===== config.mk =====
export PLATFORM = sky130hd
export DESIGN_NAME = bkram_sd_xfer
export DESIGN_NICKNAME = d
export VERILOG_FILES = /design/src/rtl/bkram_sd_xfer.sv
export SDC_FILE = /design/constraint.sdc
export NUM_CORES = 1
export LEC_CHECK = 0
export CAP_MARGIN = 0
export CORE_MARGIN = 2
export CORE_UTILIZATION = 28
export CTS_BUF_LIST = sky130_fd_sc_hd__clkbuf_4
export CTS_CLUSTER_SIZE = 24
export DETAILED_ROUTE_END_ITERATION = 6
export PLACE_DENSITY = 0.77
export SLEW_MARGIN = 20
export SYNTH_ARGS = -nofsm -noshare
export SYNTH_HDL_FRONTEND = slang
export SYNTH_SLANG_ARGS = --single-unit

===== constraint.sdc =====
create_clock -name clk_sys -period 1.8 [get_ports clk_sys]
set_clock_uncertainty 0.15 [all_clocks]
set_input_delay 0.45 -clock clk_sys [delete_from_list [all_inputs] [get_ports clk_sys]]
set_output_delay 0.45 -clock clk_sys [all_outputs]
set_load 0.01 [all_outputs]

===== src/rtl/bkram_sd_xfer.sv =====
// Backup-RAM <-> SD image sector mover.
// Loads or saves the whole backup RAM one 512-byte sector at a time through
// the host sector-buffer handshake (sd_rd/sd_wr, sd_ack, buffer stream).
module bkram_sd_xfer #(
    parameter int SECTORS = 64,
    parameter int AW      = 14
) (
    input  logic          clk_sys,
    input  logic          reset_n,

    input  logic          img_mounted,
    input  logic          img_readonly,
    input  logic [63:0]   img_size,

    input  logic          bk_load,
    input  logic          bk_save,
    output logic          bk_ena,
    output logic          bk_loading,
    output logic          bk_saving,

    output logic [31:0]   sd_lba,
    output logic          sd_rd,
    output logic          sd_wr,
    input  logic          sd_ack,
    input  logic [7:0]    sd_buff_addr,
    input  logic [15:0]   sd_buff_dout,
    input  logic          sd_buff_wr,
    output logic [15:0]   sd_buff_din,

    output logic [AW-1:0] ram_addr,
    output logic [15:0]   ram_wdata,
    output logic          ram_we,
    input  logic [15:0]   ram_rdata
);

    // Sector counter is one bit wider than the sector index so it can
    // reach SECTORS itself without wrapping.
    localparam int SW = AW - 8 + 1;

    typedef enum logic [1:0] {
        S_IDLE,
        S_REQ,
        S_XFER,
        S_NEXT
    } state_t;

    state_t          r_state;
    state_t          w_state_nx;
    logic [SW-1:0]   r_sec;
    logic [SW-1:0]   w_sec_nx;
    logic            r_save;
    logic            w_save_nx;
    logic [SW-1:0]   r_nsec;
    logic            r_ena;
    logic            r_ro;
    logic            r_abort;
    logic            r_load_d;
    logic            r_save_d;
    logic            r_sd_rd;
    logic            r_sd_wr;
    logic [31:0]     r_lba;
    logic            r_loading;
    logic            r_saving;

    logic            w_load_edge;
    logic            w_save_edge;
    logic [54:0]     w_size_sec;
    logic [SW-1:0]   w_nsec;

    assign w_load_edge = bk_load & ~r_load_d;
    assign w_save_edge = bk_save & ~r_save_d;

    // Image size in whole sectors, clamped to the backup RAM capacity.
    assign w_size_sec = img_size[63:9];
    assign w_nsec     = (w_size_sec > 55'(SECTORS)) ? SW'(SECTORS) : SW'(w_size_sec);

    // Latch image properties on mount and register request levels for edge detection.
    always_ff @(posedge clk_sys or negedge reset_n) begin
        if (!reset_n) begin
            r_ena    <= 1'b0;
            r_ro     <= 1'b0;
            r_nsec   <= '0;
            r_load_d <= 1'b0;
            r_save_d <= 1'b0;
        end else begin
            r_load_d <= bk_load;
            r_save_d <= bk_save;
            if (img_mounted) begin
                r_ena  <= (img_size != 64'd0) && (w_nsec != '0);
                r_ro   <= img_readonly;
                r_nsec <= w_nsec;
            end
        end
    end

    // State register plus registered host requests and busy flags derived from the next state.
    always_ff @(posedge clk_sys or negedge reset_n) begin
        if (!reset_n) begin
            r_state   <= S_IDLE;
            r_sec     <= '0;
            r_save    <= 1'b0;
            r_sd_rd   <= 1'b0;
            r_sd_wr   <= 1'b0;
            r_lba     <= '0;
            r_loading <= 1'b0;
            r_saving  <= 1'b0;
            r_abort   <= 1'b0;
        end else begin
            r_state   <= w_state_nx;
            r_sec     <= w_sec_nx;
            r_save    <= w_save_nx;
            r_sd_rd   <= (w_state_nx == S_REQ) && !w_save_nx;
            r_sd_wr   <= (w_state_nx == S_REQ) &&  w_save_nx;
            r_lba     <= 32'(w_sec_nx);
            r_loading <= (w_state_nx != S_IDLE) && !w_save_nx;
            r_saving  <= (w_state_nx != S_IDLE) &&  w_save_nx;
            // A remount mid-transfer lets the current sector finish, then stops.
            if (w_state_nx == S_IDLE)
                r_abort <= 1'b0;
            else if (img_mounted && (r_state != S_IDLE))
                r_abort <= 1'b1;
        end
    end

    // Next-state logic: start on request edges in IDLE, walk sectors until nsec or abort.
    always_comb begin
        w_state_nx = r_state;
        w_sec_nx   = r_sec;
        w_save_nx  = r_save;
        case (r_state)
            S_IDLE: begin
                if (w_load_edge && r_ena) begin
                    w_save_nx  = 1'b0;
                    w_sec_nx   = '0;
                    w_state_nx = S_REQ;
                end else if (w_save_edge && r_ena && !r_ro) begin
                    w_save_nx  = 1'b1;
                    w_sec_nx   = '0;
                    w_state_nx = S_REQ;
                end
            end
            S_REQ: begin
                if (sd_ack)
                    w_state_nx = S_XFER;
            end
            S_XFER: begin
                if (!sd_ack)
                    w_state_nx = S_NEXT;
            end
            S_NEXT: begin
                w_sec_nx = r_sec + 1'b1;
                if ((w_sec_nx == r_nsec) || r_abort)
                    w_state_nx = S_IDLE;
                else
                    w_state_nx = S_REQ;
            end
            default: w_state_nx = S_IDLE;
        endcase
    end

    assign bk_ena      = r_ena;
    assign bk_loading  = r_loading;
    assign bk_saving   = r_saving;
    assign sd_rd       = r_sd_rd;
    assign sd_wr       = r_sd_wr;
    assign sd_lba      = r_lba;

    assign ram_addr    = {r_sec[AW-9:0], sd_buff_addr};
    assign ram_wdata   = sd_buff_dout;
    assign ram_we      = (r_state == S_XFER) && !r_save && sd_ack && sd_buff_wr;
    assign sd_buff_din = ram_rdata;

endmodule


Yosys cells after proc, flatten, opt, wreduce, memory -nomap -nowiden
Index checks and enable logic that the tools add are counted.
{"block": "word_totals", "reg_bits": 26, "inputBits": 112, "output_inout_bits": 84, "elab_cells": 65}
{"block": "classes", "addsub": 1, "n_lt_le_gt_ge": 1, "eq_ne": 6, "n_mux": 15, "bitwise_logic": 4, "n_reduce_logical": 25}
{"cell": "$reduce_bool 64->1", "count": 1}
{"cell": "$gt 55x7->1 const B", "count": 1}
{"cell": "$mux 7", "count": 3}
{"cell": "$pmux 7 s2", "count": 1}
{"cell": "$logic_and 1x1->1", "count": 12}
{"cell": "$mux 2", "count": 4}
{"cell": "$pmux 2 s4", "count": 1}
{"cell": "$reduce_bool 2->1", "count": 4}
{"cell": "$add 7x1->7 const B", "count": 1}
{"cell": "$eq 7x7->1", "count": 1}
{"cell": "$reduce_bool 7->1", "count": 1}
{"cell": "$mux 1", "count": 6}
{"cell": "$eq 2x1->1 const B", "count": 2}
{"cell": "$eq 2x2->1 const B", "count": 2}
{"cell": "$logic_not 2->1", "count": 2}
{"cell": "$logic_not 1->1", "count": 3}
{"cell": "$ne 3x3->1 const B", "count": 1}
{"cell": "$and 1x1->1", "count": 2}
{"cell": "$not 1->1", "count": 2}
{"cell": "$reduce_and 2->1", "count": 1}
{"cell": "$logic_or 1x1->1", "count": 1}

Longest topological paths before layout
{"block": "depth", "ltp_word": 9, "mapped_depth": 8, "depth_no_buf": 7}

Worst setup path before layout
No wires, ideal clock.
{"block": "synth_path", "path_kind": "reg2reg", "startpoint": "register, netlist name sd_lba[0]", "endpoint": "register r_loading (netlist: bk_loading)", "setup_time_ps": 139, "arrival_ps": 1745, "t_required_ps": 1511, "slack_ps": -234, "path_stages_with_launch": 7, "n_path_buf": 0, "synth_period_minus_slack_ps": 2034, "path_cell_list": "dfrtp_1 ha_1 and3_1 a31oi_1 o2111ai_1 nor4_1 nor3b_1"}
{"item": "end signal, assigned", "line": "115", "source": "r_loading <= (w_state_nx != S_IDLE) && !w_save_nx;"}
{"item": "end, declared", "line": "62", "source": "logic r_loading;"}

==> impl_summary.txt <==
----------------------------------------------------
[Run status]
  Outcome ... finished, violations left
  Violated checks ... setup timing

[Global routing]
  GRT Resource Usage Total ... 13.9%
  Vias in the first global route ... 1,848
  Residual overflow from global routing ... 0
  Wire length of the first global-routing pass ... 8590 um
  Number of antenna violations at the first check in global routing ... 0
  Pin count of the biggest net entering global routing ... 27

[Cells and area]
  Footprint of the flip-flops and latches ... 658 sq um
  Filler Cells Inserted ... 694
  Final instance count without filler cells ... between 400 and 500
  Signed area change from the synthesized netlist to the final layout ... 56.8%
  Antenna cells ... 0
  Fraction of layout cells with a size suffix above 1 ... 43.3%
  Combined area of the multi-input logic cells ... 1290 sq um
  Fin util ... between 40% and 50%
  Net total in the final layout ... 423
  Finished layout cell area ... about 3200 sq um

[Timing]
  Final count of pins violating max slew ... 0
  Peak Freq ... 540 MHz
  Number of hold violations in the final report ... 0
  Endpoints failing setup ... 7
  Tmin final ... 1.85 ns
  Worst Setup Slack, final ... -0.0512 ns
  Setup repair after global routing missed its margin ... yes
  Final worst-path cycle share ... 103%

[Detailed routing]
  Wire length per cell after detailed routing ... around 14 um
  Via count ... 1,898
  Detailed Routing Iterations Pass 1 ... 4
  DRC viols ... 0
  Initial DRC count ... 52
  Drt via density ... 4.70
  Residual antenna-violating net count after detailed routing ... 0
  Final wirelength ... 5850 um

[Floorplanning]
  Core area ... 7140 sq um
  Die X-Extent ... ~89 um
  Starting utilization of the core area ... 28.4%
  Top Ports ... between 150 and 200
  Placement Rows ... 31
  Die height ... 89.1 um
  Full die area ... about 7900 sq um

[Placement]
  Half-perimeter wire length after placement ... ~4500 um
  Number of buffers inserted by port buffering ... 81
  Worst setup slack after placement ... -0.621 ns
  Cell area reported after detailed placement ... between 2000 and 3000 sq um
  Number of placed instances with taps included ... 388
  Final GP Congestion ... 0.833

[Run]
  Number of max-capacitance violations reported ... 0

[Synth]
  Synthesized instance count ... between 200 and 250
  Sequential-to-total area share from yosys stat ... 32.1%
  Share of flip-flops with an asynchronous set or reset ... 100%
  Synth unique cells ... 46
  Total of flip-flops plus latches after synthesis ... 26
  Count of flip-flops with a built-in enable after synthesis ... 0
  Synth Cell Area ... 2030 sq um
  Most frequently used flop master after synthesis ... sky130_fd_sc_hd__dfrtp_1
  Mean instance size in the synthesized netlist ... 8.90 sq um
  Synth warnings ... 0

[Power and ir drop]
  Share of power burned in combinational logic ... 63.1%
  Total power draw ... 2.78 mW
  Peak supply drop ... 0.000329 V
  Portion of total power attributed to the clock network ... 9.0%
  Power density over the cells ... ~870 nW/um^2
  Flop pwr share ... 27.9%
  Net switching fraction of the power ... around two fifths
  Switching power ... 1.13 mW
  Lkg Pwr ... 1.43 nW
  Internal Power ... roughly 1.7 mW

[Clock tree]
  Clock net sink count ... 26
  Buffer depth of the longest clock path ... 2
  Clock latency at the later pin of the worst-skew pair ... 0.33 ns
  Level count of the clock H-tree ... 1
  Buffer cell driving the clock tree root ... sky130_fd_sc_hd__clkbuf_4
  Clock-pin transition on the worst setup and hold timing paths ... 0.14 ns
  Clock buffers created by TritonCTS ... 3
  CTS tree ... done

[Critical path]
  CP max FO ... 4
  Critical Path, Cell by Cell ... ha_4 -> and3_4 -> a31oi_4 -> o2111ai_4 -> nor4_4 -> nor3b_2
  Worst Reg2Reg Path Length in Cells ... 6
  Crit path arrival time ... around 1.9 ns
  CP required ... 1.86 ns
  Crit path largest cell delay ... 0.46 ns
  Slowest library cell on the worst path ... sky130_fd_sc_hd__dfrtp_2
  Category of the critical setup timing path ... flop to flop
  Setup crit end kind ... flop
  Setup crit start kind ... flop

[Hold path]
  Min-Delay Path Class ... input port to flop
  Hold Crit Depth ... 1

----------------------------------------------------
[area by class of cell]
type                            count  area share (%)
Tap cell                           99            3.89
Clock inverter                      1           0.118
Inverter                            7           0.826
Sequential cell                    26            20.7
Clock buffer                        3           0.708
Multi-Input combinational cell    144            40.5
Timing Repair Buffer              124            33.2
[Yosys cell counts, types with 2 or more instances]
library cell / instances / share of area [%]
sky130_fd_sc_hd__a21oi_1: 7 / 1.7
sky130_fd_sc_hd__a22o_1: 6 / 2.6
sky130_fd_sc_hd__a31oi_1: 6 / 1.9
sky130_fd_sc_hd__and2_1: 2 / 0.62
sky130_fd_sc_hd__and3_1: 2 / 0.62
sky130_fd_sc_hd__buf_2: 2 / 0.49
sky130_fd_sc_hd__buf_4: 71 / 26
sky130_fd_sc_hd__clkbuf_1: 2 / 0.37
sky130_fd_sc_hd__dfrtp_1: 26 / 32
sky130_fd_sc_hd__ha_1: 5 / 3.1
sky130_fd_sc_hd__inv_1: 6 / 1.1
sky130_fd_sc_hd__nand2_1: 10 / 1.9
sky130_fd_sc_hd__nand2b_1: 2 / 0.62
sky130_fd_sc_hd__nand3_1: 3 / 0.74
sky130_fd_sc_hd__nand4_1: 2 / 0.62
sky130_fd_sc_hd__nor2_1: 7 / 1.3
sky130_fd_sc_hd__nor2b_1: 4 / 1.2
sky130_fd_sc_hd__nor3_1: 6 / 1.5
sky130_fd_sc_hd__nor3b_1: 3 / 1.1
sky130_fd_sc_hd__nor4_1: 14 / 4.3
sky130_fd_sc_hd__o21ai_0: 5 / 1.2
sky130_fd_sc_hd__o21ai_1: 6 / 1.5
sky130_fd_sc_hd__o31ai_1: 2 / 0.74
sky130_fd_sc_hd__xnor2_1: 5 / 2.2
sky130_fd_sc_hd__xor2_1: 3 / 1.3
[power groups by stage]
stage	sequential (mW)	clock (mW)	combinational (mW)
finish	0.775	0.251	1.75
global route	0.783	0.298	1.92
CTS	0.761	0.260	1.41
detailed placement	0.773	0	1.41
global placement	0.765	0	1.37
floorplan	0.816	0	0.805
[layout by cell type, fill, tap and decap left out, types with 4 or more instances in the layout]
cell type,synthesis,final
sky130_fd_sc_hd__buf_4,71,41
sky130_fd_sc_hd__dlygate4sd2_1,0,29
sky130_fd_sc_hd__conb_1,1,25
sky130_fd_sc_hd__dfrtp_1,26,20
sky130_fd_sc_hd__clkdlybuf4s15_1,0,13
sky130_fd_sc_hd__buf_2,2,10
sky130_fd_sc_hd__nand2_1,10,9
sky130_fd_sc_hd__clkdlybuf4s50_1,0,9
sky130_fd_sc_hd__buf_6,0,9
sky130_fd_sc_hd__nor2_1,7,7
sky130_fd_sc_hd__nor4_2,0,7
sky130_fd_sc_hd__dlymetal6s2s_1,0,7
sky130_fd_sc_hd__nor4_4,1,6
sky130_fd_sc_hd__a22o_1,6,6
sky130_fd_sc_hd__dfrtp_2,0,6
sky130_fd_sc_hd__a21oi_2,0,5
sky130_fd_sc_hd__o21ai_1,6,5
sky130_fd_sc_hd__clkbuf_2,0,5
sky130_fd_sc_hd__inv_1,6,4
[repair_timing]
item	in CTS	in global routing
pin swaps	32	25
hold buffers	0	0
setup buffers	8	4
endpoints found under the setup margin	39	29
gates resized for setup	151	59
[worst max-delay path: cells and delay by family, from the launching register on]
| kind | cells | cell delay [ns] |
|---|---|---|
| AND/OR/NAND/NOR | 3 | 0.57 |
| adder cells (fa/ha/maj) | 1 | 0.18 |
| flip-flops | 1 | 0.46 |
| AO/OA/AOI/OAI | 2 | 0.37 |
[layer usage]
metal	GRT usage [%]	share of wire, %
met1	15.0	35
met2	25.2	55
met3	4.62	8.7
met4	5.16	1.4
met5	0	0
[cell families (layout without fill, tap and decap cells)]
kind of cell	Yosys count	after routing	share of synthesized area (%)
DFF	26	26	32.1
adders and majority gates	5	5	3.08
AOI/OAI and AO/OA	43	43	14.0
muxes	1	1	0.555
and+or+nand+nor	62	62	18.2
other	1	25	0.185
buffers and inverters	82	135	28.4
xor gates and xnor gates	8	8	3.45
[worst paths after layout]
kind | start | end | slack (ns)
max | sd_lba[1] | sd_wr | -0.05
min | bk_save | r_save_d | 0.12
max reg2reg | sd_lba[1] | sd_wr | -0.05
min reg2reg | r_nsec[3] | r_nsec[3] | 0.39
max in group asynchronous | reset_n | r_state[1] | 0.89
min in group asynchronous | reset_n | sd_lba[5] | 0.33
[per-stage QoR]
| step | setup TNS [ns] | hold slack, ns |
|---|---|---|
| floorplan | -0.265 | 0.00441 |
| global placement | -10.69 | 0.342 |
| detailed placement | -11.28 | 0.353 |
| CTS | -0.695 | 0.309 |
| global route | -0.989 | 0.0935 |
| finish | -0.273 | 0.123 |
Power figures use the tool's default switching activity.
